## src/rtl/exe_stage_mc.sv

```systemverilog
// exe_stage_mc: ARM-subset execute stage with Val2 shifter, ALU, branch target, multi-cycle MUL,
// NZCV register and EXE/MEM pipeline register. Optional operand forwarding: FORWARDING_EN.
module exe_stage_mc #(
    parameter int DATA_W     = 32,
    parameter int IMM_W      = 24,
    parameter int REG_W      = 4,
    parameter int MUL_CYCLES = 4
) (
    input  logic              clk,
    input  logic              rst,
    input  logic              in_valid,
    output logic              in_ready,
    input  logic              flush,
    input  logic              mem_freeze,
    input  logic [3:0]        exe_cmd,
    input  logic              mul_en,
    input  logic              s_en,
    input  logic              mem_read_en_in,
    input  logic              mem_write_en_in,
    input  logic              wb_en_in,
    input  logic [DATA_W-1:0] pc,
    input  logic [DATA_W-1:0] val_rn,
    input  logic [DATA_W-1:0] val_rm,
    input  logic              imm,
    input  logic [11:0]       shift_operand,
    input  logic [IMM_W-1:0]  signed_imm,
    input  logic [REG_W-1:0]  dest_in,
`ifdef FORWARDING_EN
    input  logic [1:0]        sel_src1,
    input  logic [1:0]        sel_src2,
    input  logic [DATA_W-1:0] fwd_mem_val,
    input  logic [DATA_W-1:0] fwd_wb_val,
`endif
    output logic              out_valid,
    output logic              mem_read_en,
    output logic              mem_write_en,
    output logic              wb_en,
    output logic [DATA_W-1:0] alu_res,
    output logic [DATA_W-1:0] val_rm_out,
    output logic [DATA_W-1:0] br_addr,
    output logic [REG_W-1:0]  dest,
    output logic [3:0]        status_reg,
    output logic              busy
);

    localparam int CNT_W = $clog2(MUL_CYCLES + 1);

    localparam logic [3:0] CMD_MOV = 4'b0001;
    localparam logic [3:0] CMD_MVN = 4'b1001;
    localparam logic [3:0] CMD_ADD = 4'b0010;
    localparam logic [3:0] CMD_ADC = 4'b0011;
    localparam logic [3:0] CMD_SUB = 4'b0100;
    localparam logic [3:0] CMD_SBC = 4'b0101;
    localparam logic [3:0] CMD_AND = 4'b0110;
    localparam logic [3:0] CMD_ORR = 4'b0111;
    localparam logic [3:0] CMD_EOR = 4'b1000;

    typedef enum logic [1:0] {
        ST_IDLE = 2'b00,
        ST_MUL  = 2'b01,
        ST_DONE = 2'b10
    } state_t;

    function automatic logic [DATA_W-1:0] rotr(input logic [DATA_W-1:0] x, input logic [5:0] amt);
        logic [2*DATA_W-1:0] dbl;
        dbl = {x, x} >> (amt % DATA_W);
        return dbl[DATA_W-1:0];
    endfunction

`ifdef FORWARDING_EN
    function automatic logic [DATA_W-1:0] fwd_pick(input logic [1:0] sel, input logic [DATA_W-1:0] reg_v,
                                                   input logic [DATA_W-1:0] mem_v, input logic [DATA_W-1:0] wb_v);
        case (sel)
            2'b01:   return mem_v;
            2'b10:   return wb_v;
            default: return reg_v;
        endcase
    endfunction
`endif

    logic [DATA_W-1:0] w_src1;
    logic [DATA_W-1:0] w_src2;
    logic [DATA_W-1:0] w_val2;
    logic              w_sub_op;
    logic [DATA_W-1:0] w_b;
    logic              w_cin;
    logic [DATA_W:0]   w_sum;
    logic              w_ovf;
    logic [DATA_W-1:0] w_alu_res;
    logic [3:0]        w_alu_nzcv;
    logic              w_flag_upd;
    logic              w_is_arith;
    logic [DATA_W-1:0] w_off;
    logic [DATA_W-1:0] w_br;
    logic [DATA_W-1:0] w_mul_res;
    logic              w_accept;
    logic              w_mul_done;
    state_t            w_nxt_state;
    logic [CNT_W-1:0]  w_nxt_cnt;

    state_t            r_state;
    logic [CNT_W-1:0]  r_cnt;
    logic [3:0]        r_status;
    logic              r_out_valid;
    logic              r_mem_read;
    logic              r_mem_write;
    logic              r_wb;
    logic [DATA_W-1:0] r_alu_res;
    logic [DATA_W-1:0] r_val_rm;
    logic [DATA_W-1:0] r_br_addr;
    logic [REG_W-1:0]  r_dest;
    logic [DATA_W-1:0] r_mul_a;
    logic [DATA_W-1:0] r_mul_b;
    logic [DATA_W-1:0] r_mul_rm;
    logic [DATA_W-1:0] r_mul_br;
    logic [REG_W-1:0]  r_mul_dest;
    logic              r_mul_s;
    logic              r_mul_rd;
    logic              r_mul_wr;
    logic              r_mul_wb;

`ifdef FORWARDING_EN
    assign w_src1 = fwd_pick(sel_src1, val_rn, fwd_mem_val, fwd_wb_val);
    assign w_src2 = fwd_pick(sel_src2, val_rm, fwd_mem_val, fwd_wb_val);
`else
    assign w_src1 = val_rn;
    assign w_src2 = val_rm;
`endif

    assign busy       = (r_state != ST_IDLE);
    assign in_ready   = !busy && !mem_freeze;
    assign w_accept   = in_valid && in_ready && !flush;
    assign w_mul_done = (r_state == ST_DONE);

    // Val2 shifter: rotated immediate, load/store offset or shifted register
    always_comb begin
        w_val2 = {DATA_W{1'b0}};
        if (imm) begin
            w_val2 = rotr({{(DATA_W-8){1'b0}}, shift_operand[7:0]}, {1'b0, shift_operand[11:8], 1'b0});
        end else if (mem_read_en_in || mem_write_en_in) begin
            w_val2 = {{(DATA_W-12){1'b0}}, shift_operand};
        end else begin
            case (shift_operand[6:5])
                2'b00:   w_val2 = w_src2 << shift_operand[11:7];
                2'b01:   w_val2 = w_src2 >> shift_operand[11:7];
                2'b10:   w_val2 = $signed(w_src2) >>> shift_operand[11:7];
                2'b11:   w_val2 = rotr(w_src2, {1'b0, shift_operand[11:7]});
                default: w_val2 = w_src2;
            endcase
        end
    end

    // Subtraction is rn + ~val2 + 1, so C comes out directly as the no-borrow flag
    assign w_sub_op = (exe_cmd == CMD_SUB) || (exe_cmd == CMD_SBC);
    assign w_b      = w_sub_op ? ~w_val2 : w_val2;
    assign w_cin    = ((exe_cmd == CMD_ADC) || (exe_cmd == CMD_SBC)) ? r_status[1] : w_sub_op;
    assign w_sum    = {1'b0, w_src1} + {1'b0, w_b} + {{DATA_W{1'b0}}, w_cin};
    assign w_ovf    = (w_src1[DATA_W-1] == w_b[DATA_W-1]) && (w_sum[DATA_W-1] != w_src1[DATA_W-1]);

    // ALU result and candidate NZCV
    always_comb begin
        w_alu_res  = {DATA_W{1'b0}};
        w_flag_upd = 1'b1;
        w_is_arith = 1'b0;
        case (exe_cmd)
            CMD_MOV: w_alu_res = w_val2;
            CMD_MVN: w_alu_res = ~w_val2;
            CMD_ADD, CMD_ADC, CMD_SUB, CMD_SBC: begin
                w_alu_res  = w_sum[DATA_W-1:0];
                w_is_arith = 1'b1;
            end
            CMD_AND: w_alu_res = w_src1 & w_val2;
            CMD_ORR: w_alu_res = w_src1 | w_val2;
            CMD_EOR: w_alu_res = w_src1 ^ w_val2;
            default: w_flag_upd = 1'b0;
        endcase
        if (w_is_arith) begin
            w_alu_nzcv = {w_alu_res[DATA_W-1], (w_alu_res == {DATA_W{1'b0}}), w_sum[DATA_W], w_ovf};
        end else begin
            w_alu_nzcv = {w_alu_res[DATA_W-1], (w_alu_res == {DATA_W{1'b0}}), r_status[1:0]};
        end
    end

    assign w_off     = DATA_W'($signed(signed_imm));
    assign w_br      = pc + (w_off << 2'd2);
    assign w_mul_res = r_mul_a * r_mul_b;

    // Multiply FSM state and down-counter
    always_ff @(posedge clk or negedge rst) begin
        if (!rst) begin
            r_state <= ST_IDLE;
            r_cnt   <= {CNT_W{1'b0}};
        end else begin
            r_state <= w_nxt_state;
            r_cnt   <= w_nxt_cnt;
        end
    end

    // Multiply FSM next state; DONE waits for the freeze to lift before retiring
    always_comb begin
        w_nxt_state = r_state;
        w_nxt_cnt   = r_cnt;
        case (r_state)
            ST_IDLE: begin
                if (w_accept && mul_en) begin
                    w_nxt_state = ST_MUL;
                    w_nxt_cnt   = CNT_W'(MUL_CYCLES - 1);
                end else begin
                    w_nxt_state = ST_IDLE;
                end
            end
            ST_MUL: begin
                w_nxt_cnt = r_cnt - CNT_W'(1);
                if (r_cnt == CNT_W'(1)) begin
                    w_nxt_state = ST_DONE;
                end else begin
                    w_nxt_state = ST_MUL;
                end
            end
            ST_DONE: begin
                if (mem_freeze) begin
                    w_nxt_state = ST_DONE;
                end else begin
                    w_nxt_state = ST_IDLE;
                end
            end
            default: w_nxt_state = ST_IDLE;
        endcase
        if (flush) begin
            w_nxt_state = ST_IDLE;
            w_nxt_cnt   = {CNT_W{1'b0}};
        end else begin
            w_nxt_cnt = w_nxt_cnt;
        end
    end

    // Multiply operand and sideband capture at accept
    always_ff @(posedge clk or negedge rst) begin
        if (!rst) begin
            r_mul_a    <= {DATA_W{1'b0}};
            r_mul_b    <= {DATA_W{1'b0}};
            r_mul_rm   <= {DATA_W{1'b0}};
            r_mul_br   <= {DATA_W{1'b0}};
            r_mul_dest <= {REG_W{1'b0}};
            r_mul_s    <= 1'b0;
            r_mul_rd   <= 1'b0;
            r_mul_wr   <= 1'b0;
            r_mul_wb   <= 1'b0;
        end else if (w_accept && mul_en) begin
            r_mul_a    <= w_src1;
            r_mul_b    <= w_src2;
            r_mul_rm   <= w_src2;
            r_mul_br   <= w_br;
            r_mul_dest <= dest_in;
            r_mul_s    <= s_en;
            r_mul_rd   <= mem_read_en_in;
            r_mul_wr   <= mem_write_en_in;
            r_mul_wb   <= wb_en_in;
        end
    end

    // EXE/MEM pipeline register: flush > freeze > MUL retire > single-cycle op > bubble
    always_ff @(posedge clk or negedge rst) begin
        if (!rst) begin
            r_out_valid <= 1'b0;
            r_mem_read  <= 1'b0;
            r_mem_write <= 1'b0;
            r_wb        <= 1'b0;
            r_alu_res   <= {DATA_W{1'b0}};
            r_val_rm    <= {DATA_W{1'b0}};
            r_br_addr   <= {DATA_W{1'b0}};
            r_dest      <= {REG_W{1'b0}};
        end else if (flush) begin
            r_out_valid <= 1'b0;
            r_mem_read  <= 1'b0;
            r_mem_write <= 1'b0;
            r_wb        <= 1'b0;
        end else if (mem_freeze) begin
            r_out_valid <= r_out_valid;
        end else if (w_mul_done) begin
            r_out_valid <= 1'b1;
            r_mem_read  <= r_mul_rd;
            r_mem_write <= r_mul_wr;
            r_wb        <= r_mul_wb;
            r_alu_res   <= w_mul_res;
            r_val_rm    <= r_mul_rm;
            r_br_addr   <= r_mul_br;
            r_dest      <= r_mul_dest;
        end else if (w_accept && !mul_en) begin
            r_out_valid <= 1'b1;
            r_mem_read  <= mem_read_en_in;
            r_mem_write <= mem_write_en_in;
            r_wb        <= wb_en_in;
            r_alu_res   <= w_alu_res;
            r_val_rm    <= w_src2;
            r_br_addr   <= w_br;
            r_dest      <= dest_in;
        end else begin
            r_out_valid <= 1'b0;
            r_mem_read  <= 1'b0;
            r_mem_write <= 1'b0;
            r_wb        <= 1'b0;
        end
    end

    // NZCV register; MUL only touches N and Z
    always_ff @(posedge clk or negedge rst) begin
        if (!rst) begin
            r_status <= 4'b0000;
        end else if (flush || mem_freeze) begin
            r_status <= r_status;
        end else if (w_mul_done && r_mul_s) begin
            r_status <= {w_mul_res[DATA_W-1], (w_mul_res == {DATA_W{1'b0}}), r_status[1:0]};
        end else if (w_accept && !mul_en && s_en && w_flag_upd) begin
            r_status <= w_alu_nzcv;
        end
    end

    assign out_valid    = r_out_valid;
    assign mem_read_en  = r_mem_read;
    assign mem_write_en = r_mem_write;
    assign wb_en        = r_wb;
    assign alu_res      = r_alu_res;
    assign val_rm_out   = r_val_rm;
    assign br_addr      = r_br_addr;
    assign dest         = r_dest;
    assign status_reg   = r_status;

endmodule

```

## config.mk

```make
export PLATFORM = sky130hd
export DESIGN_NAME = exe_stage_mc
export DESIGN_NICKNAME = d
export VERILOG_FILES = /design/src/rtl/exe_stage_mc.sv
export SDC_FILE = /design/constraint.sdc
export NUM_CORES = 2
export LEC_CHECK = 0
export ABC_AREA = 1
export CAP_MARGIN = 5
export CORE_ASPECT_RATIO = 0.75
export CORE_MARGIN = 1
export CORE_UTILIZATION = 47
export DETAILED_ROUTE_END_ITERATION = 7
export GPL_ROUTABILITY_DRIVEN = 0
export PLACE_DENSITY = 0.73
export SLEW_MARGIN = 10
export SYNTH_ARGS = -nofsm -noshare
export SYNTH_HDL_FRONTEND = slang
export SYNTH_SLANG_ARGS = --single-unit
```

## constraint.sdc

```tcl
create_clock -name clk -period 9.8 [get_ports clk]
set_clock_uncertainty 0.2 [all_clocks]
set_input_delay 1.47 -clock clk [delete_from_list [all_inputs] [get_ports clk]]
set_output_delay 1.47 -clock clk [all_outputs]
set_load 0.005 [all_outputs]
```

==> results.md <==
* Status: complete, but fails checks
* Failing checks: design-rule violations
* Final number of setup-violating endpoints at 0
* Setup Buffers After CTS at 0
* CTS root buffer: clkbuf_16
* Synthesized area per cell at 6.94 µm²
* Vias per cell at 5.74
* Critical path's most frequent cell: fa_1
* Min-delay worst type: reg2reg
* Number of pins exceeding their max-slew limit in the final report at 0
* Share of async-settable or async-resettable flops after synthesis at 100%
* Buffers added on ports at 260
* Number of synthesized flops with an enable pin at 0
* Starting DRT DRC Count at 4599
* Count of state elements after synthesis at 217
* P&R area growth vs syn at 11.2%
* First-pass GRT wire length at 192000 µm
* Post-synthesis net count at 5931
* Clock tree from TritonCTS: built
* Maximum operating frequency at 127 MHz
* Share of the synthesized area in the top cell type at 23.1%
* Crit-path slowest cell: dfrtp_1
* Post-synthesis cell area at 35600 µm²
* Height of the die at 240 µm
* Worst rel slew slack at 22.4%
* Biggest fanout along the worst timing path at 25
* Initial Util at 48.0%
* Final total negative setup slack at 0 ns
* Critical path type: reg2reg
* Min cycle time layout at 7.87 ns
* Hold Fails Final Rpt at 0
* Utilization of the core after routing at 53.3%
* Final HPWL from detailed placement at 97700 µm
* Final cycle utilization of the critical path at 80.3%
* Layout cells sized above 1 at 2.93%
* Hold buffer count at CTS at 0
* Final wirelength at 123000 µm
* Ranking of synthesized cells by instance count: nand2_1 (1624), inv_1 (746), fa_1 (411)
* Placed instance area at 38600 µm²
* DRC viols at 2
* Buffer levels on the longest clock path at 3
* Post-route cell area at 39500 µm²
* Antenna violations before repair at 0
* Share of synthesized area occupied by flip-flops and latches at 15.3%
* Largest stage delay on the critical path at 1.11 ns
* Cts bufs inserted at 27
* Most instantiated flip-flop cell in the synthesis netlist: dfrtp_1
* Post-CTS clock slew at the launch and capture registers of the worst setup and hold paths at 0.06 ns
* RSZ-0062 raised after global routing: no
* Later-pin clock latency in the skew report at 0.57 ns
* Vias after detailed routing at 35400
* Number of synthesis warnings at 0
* Number of optimization iterations in the first detailed-route pass at 8
* H-tree level count at 1
* Max-cap violations at 0
* Worst endpoint data arrival time at 8.17 ns
* Main area contributors after synthesis: fa_1 (23%), nand2_1 (17%), dfrtp_1 (15%)
* Top-count cell post-synth: nand2_1
* GRT Resource Usage Total at 32.1%
* Horiz. Die Dim at 320 µm
* Slew at the pin with the worst max-slew slack at 1.16 ns
* Num rows at 86
* Average wire length per cell after detail routing at 19.9 µm
* Via count of the first global-routing pass at 33251
* Type of destination of the critical path: register
* Post-layout nets at 5987
* Largest net degree at the start of global routing at 103
* Core ar. at 74100 µm²
* Full die area at 76800 µm²
* Resize count post-CTS at 0
* Kind of start point of the critical path: register
* Cell type with the largest total area after synthesis: fa_1
* Post-synth cell types at 52
* Sinks on Clock Net at 217
* Critical path data required time at 10.11 ns
* I/O pins at 261
* Post-DRT Antenna Nets at 0
* Number of standard cells after synthesis at 5120
* Residual overflow from global routing at 0
through the flow:
step	instances	setup WS, ns	hold WS [ns]
2_1_floorplan	5120	2.83	0.242
3_3_place_gp	6115	2.17	0.254
4_1_cts	6164	2.06	0.274
5_1_grt	6164	1.54	0.297
6_report	6166	1.93	0.271
3_5_place_dp	6115	2.11	0.258
final timing paths:
| path | from | to | slack [ns] | depth (start not counted) |
|---|---|---|---|---|
| worst min-delay path | r_mul_dest[1] | r_mul_dest[1] | 0.27 | 2 |
| worst max-delay path | r_mul_rm[9] | status_reg[2] | 1.93 | 27 |
| min in group asynchronous | rst | br_addr[6] | 0.66 | 1 |
| worst max register to register | r_mul_rm[9] | status_reg[2] | 1.93 | 27 |
| worst min register to register | r_mul_dest[1] | r_mul_dest[1] | 0.27 | 2 |
| max in group asynchronous | rst | val_rm_out[7] | 7.29 | 2 |
placed cells by master, fill, tap and decap left out, drive strengths merged, types with 55 or more instances in the layout:
master,n
fa,411
ha,249
xor2,72
a21oi,191
xnor2,71
nand2,1636
dfrtp,217
buf,55
clkdlybuf4s50,255
o21ai,294
a31oi,58
nand3,371
nor2,288
inv,760
layer usage:
metal	part of all wire (%)	track usage (%)	vias up	routed length [µm]
li1	-	-	16097	-
met1	42	46.9	16809	51300
met2	40	45.4	2218	49600
met3	14	8.50	276	17300
met4	3.8	10.7	0	4700
met5	0	0	-	0
worst max-delay path, delay by kind of cell, from the launching register on:
family	cells	cell delay, ns
fa+ha+maj	9	4.34
simple gates	10	1.02
xor+xnor	1	0.25
flops	1	1.11
compound gates	3	0.65
buf+inv	4	0.19
cells by family after synthesis:
logic type | after synthesis | synth area share (%)
AO/OA/AOI/OAI | 670 | 10.7
XOR/XNOR | 143 | 3.52
AND/OR/NAND/NOR | 2385 | 27.2
adder cells (fa/ha/maj) | 660 | 31.9
multiplexers | 2 | 0.0563
flip-flops | 217 | 15.3
buffers and inverters | 1043 | 11.4
cell type report:
| type | count | area (µm²) |
|---|---|---|
| well taps | 968 | 1210 |
| multi-input cells | 3860 | 26100 |
| inverters | 760 | 2860 |
| repair buffers | 310 | 2960 |
| clock inverters | 13 | 175 |
| flip-flops and latches | 217 | 5430 |
| clock buffers | 36 | 769 |
| diodes | 2 | 5.00 |
| fillers | 7061 | 34600 |
Power is not shown: default switching activity piles up to over one toggle a cycle in this logic, so the estimate is an artifact.
